===== config.mk =====
export PLATFORM = sky130hd
export DESIGN_NAME = if_redirect_unit
export DESIGN_NICKNAME = d
export VERILOG_FILES = /design/src/rtl/if_redirect_unit_pkg.sv /design/src/rtl/if_redirect_unit_if_de_reg.sv /design/src/rtl/if_redirect_unit.sv
export SDC_FILE = /design/constraint.sdc
export NUM_CORES = 1
export LEC_CHECK = 0
export ABC_AREA = 1
export ABC_CLOCK_PERIOD_IN_PS = 2100
export CAP_MARGIN = 20
export CORE_UTILIZATION = 40
export DETAILED_ROUTE_END_ITERATION = 7
export PLACE_DENSITY = 0.71
export SETUP_SLACK_MARGIN = 0.3
export SYNTH_ARGS = -nofsm -noshare
export SYNTH_HDL_FRONTEND = slang
export SYNTH_SLANG_ARGS = --single-unit

===== constraint.sdc =====
create_clock -name CLK -period 2.1 [get_ports CLK]
set_input_delay 0.63 -clock CLK [delete_from_list [all_inputs] [get_ports CLK]]
set_output_delay 0.63 -clock CLK [all_outputs]
set_load 0.005 [all_outputs]

===== src/rtl/if_redirect_unit_pkg.sv =====
// rtl/if_redirect_unit_pkg.sv - shared fetch/redirect types, constants and target alignment helper
package if_redirect_unit_pkg;

    typedef enum logic [1:0] {
        PC_SEQ    = 2'b00,
        PC_JALR   = 2'b01,
        PC_BRANCH = 2'b10,
        PC_JAL    = 2'b11
    } pc_sel_t;

    typedef enum logic [1:0] {
        S_REQ  = 2'b00,
        S_WAIT = 2'b01,
        S_HOLD = 2'b10
    } fetch_state_t;

    localparam logic [31:0] NOP_INSTR = 32'h0000_0013;
    localparam logic [31:0] RESET_PC  = 32'h0000_0000;

    localparam logic [6:0] OP_LOAD   = 7'b0000011;
    localparam logic [6:0] OP_STORE  = 7'b0100011;
    localparam logic [6:0] OP_BRANCH = 7'b1100011;
    localparam logic [6:0] OP_JALR   = 7'b1100111;
    localparam logic [6:0] OP_JAL    = 7'b1101111;
    localparam logic [6:0] OP_OP     = 7'b0110011;
    localparam logic [6:0] OP_OP_IMM = 7'b0010011;

    function automatic logic [31:0] word_align(input logic [31:0] addr);
        return addr & ~32'h0000_0003;
    endfunction

endpackage


===== src/rtl/if_redirect_unit_if_de_reg.sv =====
// rtl/if_redirect_unit_if_de_reg.sv - IF/DE pipeline register with clear/hold/load and NOP bubbles
module if_de_reg #(
    parameter logic [31:0] NOP_INSTR = 32'h0000_0013
) (
    input  logic        clk,
    input  logic        rst_n,
    input  logic        clear,
    input  logic        hold,
    input  logic        load,
    input  logic [31:0] pc_in,
    input  logic [31:0] ir_in,
    output logic [31:0] de_pc,
    output logic [31:0] de_ir,
    output logic        de_valid
);

    // Priority: clear > hold > load > bubble; de_pc is left alone when the slot empties.
    always_ff @(posedge clk or negedge rst_n) begin
        if (!rst_n) begin
            de_pc    <= 32'h0000_0000;
            de_ir    <= NOP_INSTR;
            de_valid <= 1'b0;
        end else if (clear) begin
            de_ir    <= NOP_INSTR;
            de_valid <= 1'b0;
        end else if (!hold) begin
            if (load) begin
                de_pc    <= pc_in;
                de_ir    <= ir_in;
                de_valid <= 1'b1;
            end else begin
                de_ir    <= NOP_INSTR;
                de_valid <= 1'b0;
            end
        end
    end

endmodule


===== src/rtl/if_redirect_unit.sv =====
// rtl/if_redirect_unit.sv - PC register, single-outstanding imem fetch FSM and redirect/stall handling
module if_redirect_unit #(
    parameter logic [31:0] RESET_PC  = if_redirect_unit_pkg::RESET_PC,
    parameter logic [31:0] NOP_INSTR = if_redirect_unit_pkg::NOP_INSTR
) (
    input  logic        CLK,
    input  logic        RST_N,
    input  logic [1:0]  pc_sel,
    input  logic [31:0] jalr_pc,
    input  logic [31:0] branch_pc,
    input  logic [31:0] jal_pc,
    input  logic        flush,
    input  logic        load_use_haz,
    output logic        imem_req,
    output logic [31:0] imem_addr,
    input  logic        imem_ready,
    input  logic        imem_rvalid,
    input  logic [31:0] imem_rdata,
    output logic [31:0] de_pc,
    output logic [31:0] de_ir,
    output logic        de_valid,
    output logic        misalign_err
);
    import if_redirect_unit_pkg::*;

    fetch_state_t state, state_nx;
    logic [31:0]  pc, pc_nx;
    logic [31:0]  hold_ir, hold_nx;
    logic [31:0]  raw_target, target, de_src;
    logic         discard, discard_nx;
    logic         redirect, accept, can_load, de_load;

    always_comb begin
        case (pc_sel_t'(pc_sel))
            PC_JALR:   raw_target = jalr_pc & ~32'h0000_0001;
            PC_BRANCH: raw_target = branch_pc;
            PC_JAL:    raw_target = jal_pc;
            default:   raw_target = pc;
        endcase
    end

    assign target    = word_align(raw_target);
    assign redirect  = (pc_sel != PC_SEQ);
    assign imem_req  = RST_N && (state == S_REQ);
    assign imem_addr = pc;
    assign accept    = imem_req && imem_ready;
    // A bare flush empties IF/DE without consuming the fetched word, so it blocks loading too.
    assign can_load  = !load_use_haz && !redirect && !flush;

    always_comb begin
        state_nx   = state;
        pc_nx      = pc;
        discard_nx = discard;
        hold_nx    = hold_ir;
        de_load    = 1'b0;
        de_src     = imem_rdata;
        case (state)
            S_REQ: begin
                if (accept) state_nx = S_WAIT;
                if (redirect) begin
                    pc_nx      = target;
                    discard_nx = accept;
                end
            end
            S_WAIT: begin
                if (imem_rvalid) begin
                    state_nx   = S_REQ;
                    discard_nx = 1'b0;
                    if (redirect) begin
                        pc_nx = target;
                    end else if (!discard) begin
                        if (can_load) begin
                            de_load = 1'b1;
                            pc_nx   = pc + 32'd4;
                        end else begin
                            hold_nx  = imem_rdata;
                            state_nx = S_HOLD;
                        end
                    end
                end else if (redirect) begin
                    pc_nx      = target;
                    discard_nx = 1'b1;
                end
            end
            S_HOLD: begin
                de_src = hold_ir;
                if (redirect) begin
                    pc_nx    = target;
                    state_nx = S_REQ;
                end else if (can_load) begin
                    de_load  = 1'b1;
                    pc_nx    = pc + 32'd4;
                    state_nx = S_REQ;
                end
            end
            default: state_nx = S_REQ;
        endcase
    end

    always_ff @(posedge CLK or negedge RST_N) begin
        if (!RST_N) begin
            state        <= S_REQ;
            pc           <= RESET_PC;
            discard      <= 1'b0;
            hold_ir      <= NOP_INSTR;
            misalign_err <= 1'b0;
        end else begin
            state        <= state_nx;
            pc           <= pc_nx;
            discard      <= discard_nx;
            hold_ir      <= hold_nx;
            misalign_err <= misalign_err | (redirect & raw_target[1]);
        end
    end

    if_de_reg #(
        .NOP_INSTR (NOP_INSTR)
    ) u_if_de_reg (
        .clk      (CLK),
        .rst_n    (RST_N),
        .clear    (redirect | flush),
        .hold     (load_use_haz),
        .load     (de_load),
        .pc_in    (pc),
        .ir_in    (de_src),
        .de_pc    (de_pc),
        .de_ir    (de_ir),
        .de_valid (de_valid)
    );

endmodule


### Yosys cells after proc, flatten, opt, wreduce, memory -nomap -nowiden

Cells that the tools add are included.

| storage, ports and cells | value |
|---|---|
| register bits after elaboration | 133 |
| latch bits | 0 |
| memory bits (writable) | 0 |
| memory bits (read-only) | 0 |
| input bits | 136 |
| output and inout bits | 99 |
| word-level logic and storage cells | 78 |
| memories kept | 0 |

| operators by class | value |
|---|---|
| add/sub/neg operators | 1 |
| multipliers | 0 |
| divide/modulo/power cells | 0 |
| order comparisons | 0 |
| equal/unequal tests | 12 |
| shift operators | 0 |
| mux-type cells | 33 |
| bitwise operators | 8 |
| reduce and logical (&&, ||, !) cells | 16 |

Operators by type and width:

| kind | number |
|---|---|
| $mux W32 | 10 |
| $pmux W32 S3 | 2 |
| $add A32 B3 Y32 const B | 1 |
| $mux W2 | 7 |
| $mux W1 | 11 |
| $reduce_and A3 Y1 | 3 |
| $eq A2 B2 Y1 const B | 3 |
| $ne A2 B2 Y1 const B | 3 |
| $ne A3 B3 Y1 const B | 2 |
| $pmux W2 S3 | 1 |
| $not A1 Y1 | 5 |
| $reduce_and A5 Y1 | 1 |
| $eq A2 B1 Y1 const B | 2 |
| $logic_and A1 B1 Y1 | 4 |
| $ne A4 B4 Y1 const B | 1 |
| $pmux W1 S2 | 2 |
| $reduce_bool A2 Y1 | 2 |
| $logic_not A1 Y1 | 3 |
| $reduce_bool A3 Y1 | 1 |
| $logic_not A2 Y1 | 1 |
| $ne A2 B1 Y1 const B | 1 |
| $or A1 B1 Y1 | 2 |
| $reduce_and A2 Y1 | 1 |
| $and A1 B1 Y1 | 1 |

### Logic depth before layout (Yosys ltp)

Gate-level depths: netlist of the first run.

| logic depth | value |
|---|---|
| word-level depth | 12 |
| gate-level depth with buffers | 13 |
| gate-level depth less buffers | 12 |

### Hierarchy

Synthesis of the first run repeated with hierarchy kept, for this count alone.

| second synthesis, totals | value |
|---|---|
| cells, all modules | 1,107 |
| area, all modules | 7,731.2 µm² |

By module, submodules not included:

| module | instances | cells an instance | area each (µm²) | sequential area each (µm²) |
|---|---|---|---|---|
| if_redirect_unit | 1 | 818 | 5,127.4 | 1,705.4 |
| if_de_reg | 1 | 289 | 2,603.7 | 1,630.3 |

### Least setup slack after synthesis of the first run

OpenSTA, ideal clock, no wires.

| timing path | value |
|---|---|
| path type | input-to-reg |
| start point | input port load_use_haz |
| end point | register pc[31] (netlist: imem_addr[31]) |
| library setup time | 0.117 ns |
| data arrival time | 1.652 ns |
| data required time | 1.983 ns |
| path slack | 0.331 ns |
| stages | 12 |
| buffers on the path | 0 |
| cell sequence | nor2_4 > nand2_4 > nor2_4 > nand3_4 > nor2_4 > nand2_2 > nor2_1 > nand3_1 > nand3_1 > nand2_1 > nand2_1 > nand2_1 |

| between the ends | value |
|---|---|
| cells in the longest elaborated chain, start to end | 8 |
| elaborated cells on any way between the ends | 9 |
| those cells by class | mux: 6; reduce/logical: 3 |

Ends and longest elaborated chain:

| what | RTL line | RTL |
|---|---|---|
| start: declaration | if_redirect_unit.sv:13 | `input logic load_use_haz,` |
| $logic_not A1 Y1 (*) | - |  |
| $logic_and A1 B1 Y1 (*) (2 in series) | if_redirect_unit.sv:48 | `assign can_load = !load_use_haz && !redirect && !flush;` |
| $mux W32 (*) | - |  |
| $mux W32 (3 in series) | - |  |
| $pmux W32 S3 (*) | - |  |
| end signal: assignment | if_redirect_unit.sv:109 | `pc <= pc_nx;` |
| end: declaration | if_redirect_unit.sv:27 | `logic [31:0] pc, pc_nx;` |

Every way passes the cells marked *; elsewhere a longest branch is shown, timed or not. The select of a mux whose other input is x is not followed.
A chain may end at the register's enable or synchronous reset.

### Worst setup path in the final report of the first run

| timing path | value |
|---|---|
| start point | register state[0] |
| end point | output port imem_req |

| between the ends | value |
|---|---|
| cells in the longest elaborated chain, start to end | 2 |

Ends and longest elaborated chain:

| what | RTL line | RTL |
|---|---|---|
| start: declaration | if_redirect_unit.sv:26 | `fetch_state_t state, state_nx;` |
| start signal: assignment | if_redirect_unit.sv:108 | `state <= state_nx;` |
| $logic_not A2 Y1 | if_redirect_unit.sv:44 | `assign imem_req = RST_N && (state == S_REQ);` |
| $logic_and A1 B1 Y1 | if_redirect_unit.sv:44 |  |
| end: declaration | if_redirect_unit.sv:14 | `output logic imem_req,` |

No other way between the ends.

==> results of run 1 <==
## area by class of cell
type	instances	area share
clock buffer	22	0.0419
clock inverter	10	0.00998
inverter	140	0.0448
multi-input combinational	671	0.300
sequential	133	0.284
tap	229	0.0243
timing repair buffer	374	0.294
## synthesized netlist by cell type, types with 2 or more instances
master / instances
nor3_2: 2
a21oi_1: 32
nor3_1: 8
a22oi_1: 4
nand4_1: 14
ha_1: 5
nand3b_1: 2
dfstp_2: 6
dfrtp_1: 127
nor2_4: 4
inv_1: 139
nor3_4: 2
nor2_2: 3
buf_2: 21
a31oi_1: 13
o21ai_0: 151
o21ai_1: 5
clkbuf_1: 29
nand3_1: 45
nor4_1: 2
o22ai_1: 36
o211ai_1: 3
nand2_1: 267
nor2_1: 51
a221oi_1: 9
## metrics by stage
stage | cells | util | worst slack, ps | TNS [ps]
2_1_floorplan | 995 | - | 331 | 0
3_3_place_gp | 1483 | 0.581 | -389 | -36060
3_5_place_dp | 1483 | 0.581 | -478 | -39330
4_1_cts | 1565 | 0.639 | 58.1 | 0
5_1_grt | 1579 | 0.656 | 57.2 | 0
6_report | 1579 | 0.656 | 116 | 0
## per-layer routing
metal | up-vias | global-route usage | share of wire
li1 | 3975 | - | -
met4 | 0 | 0.0891 | 0.024
met2 | 372 | 0.424 | 0.46
met5 | - | 0 | 0
met1 | 3909 | 0.407 | 0.43
met3 | 54 | 0.0600 | 0.080
## report_power, final
part / switching, µW / internal, µW
clock: 1160 / 1910
sequential: 455 / 3360
combinational: 3560 / 2930
total: 5180 / 8200
## cell families after synthesis
logic type	count (synthesis)
buffers and inverters	191
adders and majority gates	5
and+or+nand+nor	406
DFF	133
muxes	1
AOI/OAI and AO/OA	259
## critical path, cell delays in order, from the launching register on
cell     delay [ps]
dfrtp_1         400
inv_2           110
ha_4            160
nand2_1          60
inv_1            70
buf_2           130
## flip-flops by register name (all words and copies together) (netlist names)
signal / cells
misalign_err: 1
discard: 1
u_if_de_reg.de_valid: 1
hold_ir: 32
u_if_de_reg.de_ir: 32
state: 2
imem_addr: 32
u_if_de_reg.de_pc: 32
## timing repair
| item | 4_1_cts | 5_1_grt |
|---|---|---|
| pin swaps | 15 | 28 |
| setup buffers | 49 | 13 |
| setup endpoints to repair | 230 | 106 |
| gates resized for setup | 178 | 64 |
| endpoints found under the hold margin | 0 | 0 |
| cloned | 1 | 1 |
## placed cells by master, fill, tap and decap left out, types with 36 or more instances in the layout
| cell | instances |
|---|---|
| clkdlybuf4s50_1 | 126 |
| o21ai_0 | 141 |
| buf_4 | 117 |
| dlygate4sd2_1 | 94 |
| o22ai_1 | 36 |
| dfrtp_1 | 113 |
| nand2_1 | 257 |
| inv_1 | 128 |
| nor2_1 | 42 |
| nand3_1 | 36 |
## path summary, 6_finish.rpt
path / startpoint / endpoint / slack, ps / cells after the start
max: state[0] / imem_req / 120 / 5
min: RST_N / u_if_de_reg.de_pc[27] / 310 / 2
max reg2reg: imem_addr[6] / imem_addr[28] / 180 / 13
min reg2reg: u_if_de_reg.de_pc[31] / u_if_de_reg.de_pc[31] / 470 / 2
max in group asynchronous: RST_N / imem_addr[24] / 1110 / 2
min in group CLK: u_if_de_reg.de_pc[31] / u_if_de_reg.de_pc[31] / 470 / 2
==> impl_metrics.tcl, run 1 <==
set metrics [dict create \
    synth_seq_cells 133 \
    track_usage 0.283 \
    wl_per_cell_um 16.9 \
    cts_made_buffers 17 \
    report.final.slew_viol_count 0 \
    cts_tree "done" \
    cp_max_fo 5 \
    max_freq_mhz 504 \
    finalWeightedCongestion 0.939 \
    via_per_inst 5.26 \
    clock_skew_ps 9.04 \
    htree_levels 4 \
    synth_fa_ha_area_frac 0.00853 \
    fin_crit_ps 1980 \
    synth.distinct_cells 40 \
    dp_hpwl_um 18400 \
    root_buffer "clkbuf_16" \
    totalPowerFinal_uw 13400 \
    synth_top_family_by_area "simple AND/OR/NAND/NOR gates" \
    synthFlopType "dfrtp_1" \
    num_rows 49 \
    syn_to_final_growth_pct 60.7 \
    die_w_um 137 \
    vdd_drop_max_v 0.000825 \
    die_area_um2 18900 \
    vias 8310 \
    gr-total-overflow 0 \
    syn-cell-area_um2 7330 \
    regArea_um2 3350 \
    drive_above_1_share 0.204 \
    fp.coreArea_um2 18000 \
    placed_area_um2 10400 \
    drt-pass1-iter-count 6 \
    final_cell_area_um2 11800 \
    report.final.hold_viol_count 0 \
    clock_path_buffers 2 \
    layout.nets 1478 \
    synth_area_leader_cell "dfrtp_1" \
    die_h_um 137 \
    io_buffers 231 \
    antenna_found_initial 0 \
    hold_path.class "in2async" \
    p_per_area_nw_per_um2 1140 \
    rsz0062_at_grt "true" \
    fillCellCount 1554 \
    timing.final.crit_share 0.945 \
    initial_utilization 0.408 \
    ant_nets 0 \
    clkLatencyLatePin_ps 420 \
    antenna_cells 0 \
    arrival_ps 1350 \
    synth_compound_area_frac 0.195 \
    synth_cells 995 \
    multi_input_area_um2 3540 \
    drt-initial-drc-count 770 \
    end_kind "primary output" \
    critPathKind "reg2out" \
    holdBufCountCts 0 \
    cap_violations 0 \
    synth-warning-count 0 \
    holdWs_ps 313 \
    syn_nets 1136 \
    grt_pass1_wl_um 40600 \
    synth.top_cell.area_share 0.433 \
    maxSlewHeadroom 0.488 \
    grt_max_degree 134 \
    synthMuxAreaShare 0.00154 \
    synth_area_per_cell_um2 7.37 \
    path_clk_slew_ps 60 \
    ys_seq_area_frac 0.455 \
    wl_um 26700 \
    synth_edf_count 0 \
    setup_viol 0 \
    leakage_uw 0.00587 \
    drc_errors 0 \
    tightest_slew_ps 768 \
    clock_sinks 133 \
    async_flop_share 1.00 \
    synthTopCellsByArea "dfrtp_1 (43%), nand2_1 (14%), o21ai_0 (10%)" \
    worstPathRequired_ps 1470 \
    status "finished clean" \
    synth-xor-area-share 0 \
    synth-simple-area-share 0.239 \
    pin_count 235 \
    start_kind "flip-flop" \
    grt_pass1_vias 7571 \
]
Power figures use the tool's default switching activity.
==> inputs of run 2 (changes only) <==
--- a/config.mk
+++ b/config.mk
@@ -8,10 +8,12 @@
 export ABC_AREA = 1
 export ABC_CLOCK_PERIOD_IN_PS = 2100
 export CAP_MARGIN = 20
+export CORE_ASPECT_RATIO = 1.2
 export CORE_UTILIZATION = 40
 export DETAILED_ROUTE_END_ITERATION = 7
 export PLACE_DENSITY = 0.71
 export SETUP_SLACK_MARGIN = 0.3
+export SLEW_MARGIN = 20
 export SYNTH_ARGS = -nofsm -noshare
 export SYNTH_HDL_FRONTEND = slang
 export SYNTH_SLANG_ARGS = --single-unit
==> impl_metrics.tcl, run 2 (synthesized netlist as in run 1, its figures left out) <==
set metrics [dict create \
    placed_area_um2 10500 \
    end_kind "flip-flop" \
    dp_cells 1478 \
    start_kind "flip-flop" \
    clockPowerShare 0.198 \
    setup_viol 0 \
    status "finished, violations left" \
    grt_pass1_wl_um 42500 \
    num_rows 53 \
    max_freq_mhz 517 \
    htree_levels 4 \
    drive_above_1_share 0.258 \
    r2r_setup_slack_ps 170 \
    dp_hpwl_um 18400 \
    vias 8799 \
    wl_per_cell_um 18.9 \
    antenna_found_initial 0 \
    cts_made_buffers 17 \
    cap_violations 0 \
    grt_max_degree 134 \
    switching_share 0.404 \
    leakage_uw 0.00605 \
    timing.final.crit_share 0.921 \
    r2r_end "imem_addr[17]" \
    drc_errors 20 \
    pin_count 235 \
    pre_cts_slack_ps -425 \
    slowest_delay_ps 370 \
    finalWeightedCongestion 0.923 \
    tightest_slew_ps 805 \
    arrival_ps 2300 \
    io_buffers 231 \
    die_w_um 126 \
    final_cell_mix "nand2_1 (245), clkdlybuf4s50_1 (126), buf_4 (124)" \
    gr-total-overflow 0 \
    p_comb_frac 0.538 \
    final_cell_area_um2 12400 \
    antenna_cells 0 \
    p_per_area_nw_per_um2 1170 \
    cts_tree "done" \
    path_clk_slew_ps 60 \
    clock_sinks 133 \
    grt_pass1_vias 8064 \
    critical_path.startpoint "imem_addr[5]" \
    track_usage 0.292 \
    pwr-share-seq 0.264 \
    ant_nets 0 \
    wl_um 30200 \
    via_per_inst 5.51 \
    clkLatencyLatePin_ps 430 \
    cp_max_fo 5 \
    initial_utilization 0.414 \
    critPathMostFrequentCell "nand2_1" \
    fillCellCount 1403 \
    fp.coreArea_um2 17700 \
    report.final.slew_viol_count 0 \
    die_h_um 150 \
    layout.nets 1504 \
    drt-pass1-iter-count 8 \
    critPathSlowestCell "dfrtp_2" \
    layout_commonest_cell "nand2_1" \
    clock_path_buffers 2 \
    report.final.hold_viol_count 0 \
    tns_ps 0 \
    setup_slack_ps 166 \
    die_area_um2 18900 \
    critPathKind "reg2reg" \
    syn_to_final_growth_pct 68.6 \
    fin_util 0.698 \
    holdBufCountCts 0 \
    hold_path.class "in2async" \
    drt-initial-drc-count 814 \
    violations "DRC" \
    rsz0062_at_grt "true" \
    fin_crit_ps 1930 \
    worstPathRequired_ps 2460 \
    p_switching_uw 5870 \
    power.internal_uw 8650 \
    rr_worst_depth 12 \
    vdd_drop_max_v 0.000578 \
    fin_cells 1596 \
    endpoint "imem_addr[17]" \
    root_buffer "clkbuf_16" \
    maxSlewHeadroom 0.463 \
    worstReg2RegStart "imem_addr[5]" \
    clock_skew_ps 9.44 \
    path_cells "buf_6 > nand2_4 > nor3_4 > nand3_4 > buf_4 > nor2_2 > inv_1 > o21ai_1 > nand3_1 > o21ai_2 > nand2_1 > nand2_1" \
]
## run 2: cell type report
class / count / area [µm²] / share of cell area
repair buffers: 400 / 3800 / 0.307
clock inverters: 13 / 125 / 0.0101
clock buffers: 19 / 443 / 0.0358
flip-flops and latches: 133 / 3350 / 0.271
well taps: 220 / 275 / 0.0223
inverters: 140 / 549 / 0.0444
multi-input cells: 671 / 3820 / 0.309
## run 2: routing by layer
layer  GRT usage  vias up  routed length (µm)
met5           0        -                   0
met4       0.137        0                1610
met3      0.0821      133                3200
met2       0.490      534               14400
met1       0.348     4113               11000
li1            -     4019                   -
## run 2: worst min-delay path by stage
stage	startpoint	end	slack [ps]	cells past startpoint
final	RST_N	u_if_de_reg.de_pc[8]	260	2
after global routing	RST_N	u_if_de_reg.de_pc[8]	340	2
after CTS	RST_N	u_if_de_reg.de_pc[8]	360	2
after detailed placement	hold_ir[31]	hold_ir[31]	470	2
after global placement	hold_ir[15]	hold_ir[15]	460	2
after floorplan	RST_N	discard	330	0
## run 2: stage by stage
| step | hold WS [ps] | total power [µW] |
|---|---|---|
| after floorplan | 334 | 6420 |
| after CTS | 361 | 12800 |
| final | 263 | 14500 |
| after global placement | 461 | 9230 |
| after global routing | 339 | 15200 |
| after detailed placement | 468 | 9320 |
## run 2: worst max-delay path: cells and delay by family, from the launching register on
family / cells / cell delay, ps
AO/OA/AOI/OAI: 2 / 240
buffers and inverters: 3 / 390
flip-flops: 1 / 370
AND/OR/NAND/NOR: 7 / 870
## run 2: repair_timing
| item | in CTS | in global routing |
|---|---|---|
| pin swaps | 17 | 45 |
| gates cloned | 1 | 5 |
| setup buffers | 49 | 31 |
| setup endpoints to repair | 231 | 124 |
| gates resized for setup | 187 | 183 |
## run 2: power groups by stage
stage	clock (µW)	combinational, µW	sequential [µW]
finish	2880	7810	3830
detailed placement	0	5260	4060
global route	3020	8310	3910
floorplan	0	2510	3910
global placement	0	5200	4040
CTS	2910	6140	3780
==> inputs of run 3 (changes only) <==
--- a/config.mk
+++ b/config.mk
@@ -13,7 +13,6 @@
 export DETAILED_ROUTE_END_ITERATION = 7
 export PLACE_DENSITY = 0.71
 export SETUP_SLACK_MARGIN = 0.3
-export SLEW_MARGIN = 20
 export SYNTH_ARGS = -nofsm -noshare
 export SYNTH_HDL_FRONTEND = slang
 export SYNTH_SLANG_ARGS = --single-unit
==> results of run 3 <==
Same layout as run 2: the final DEF is identical, and so are final timing and power.
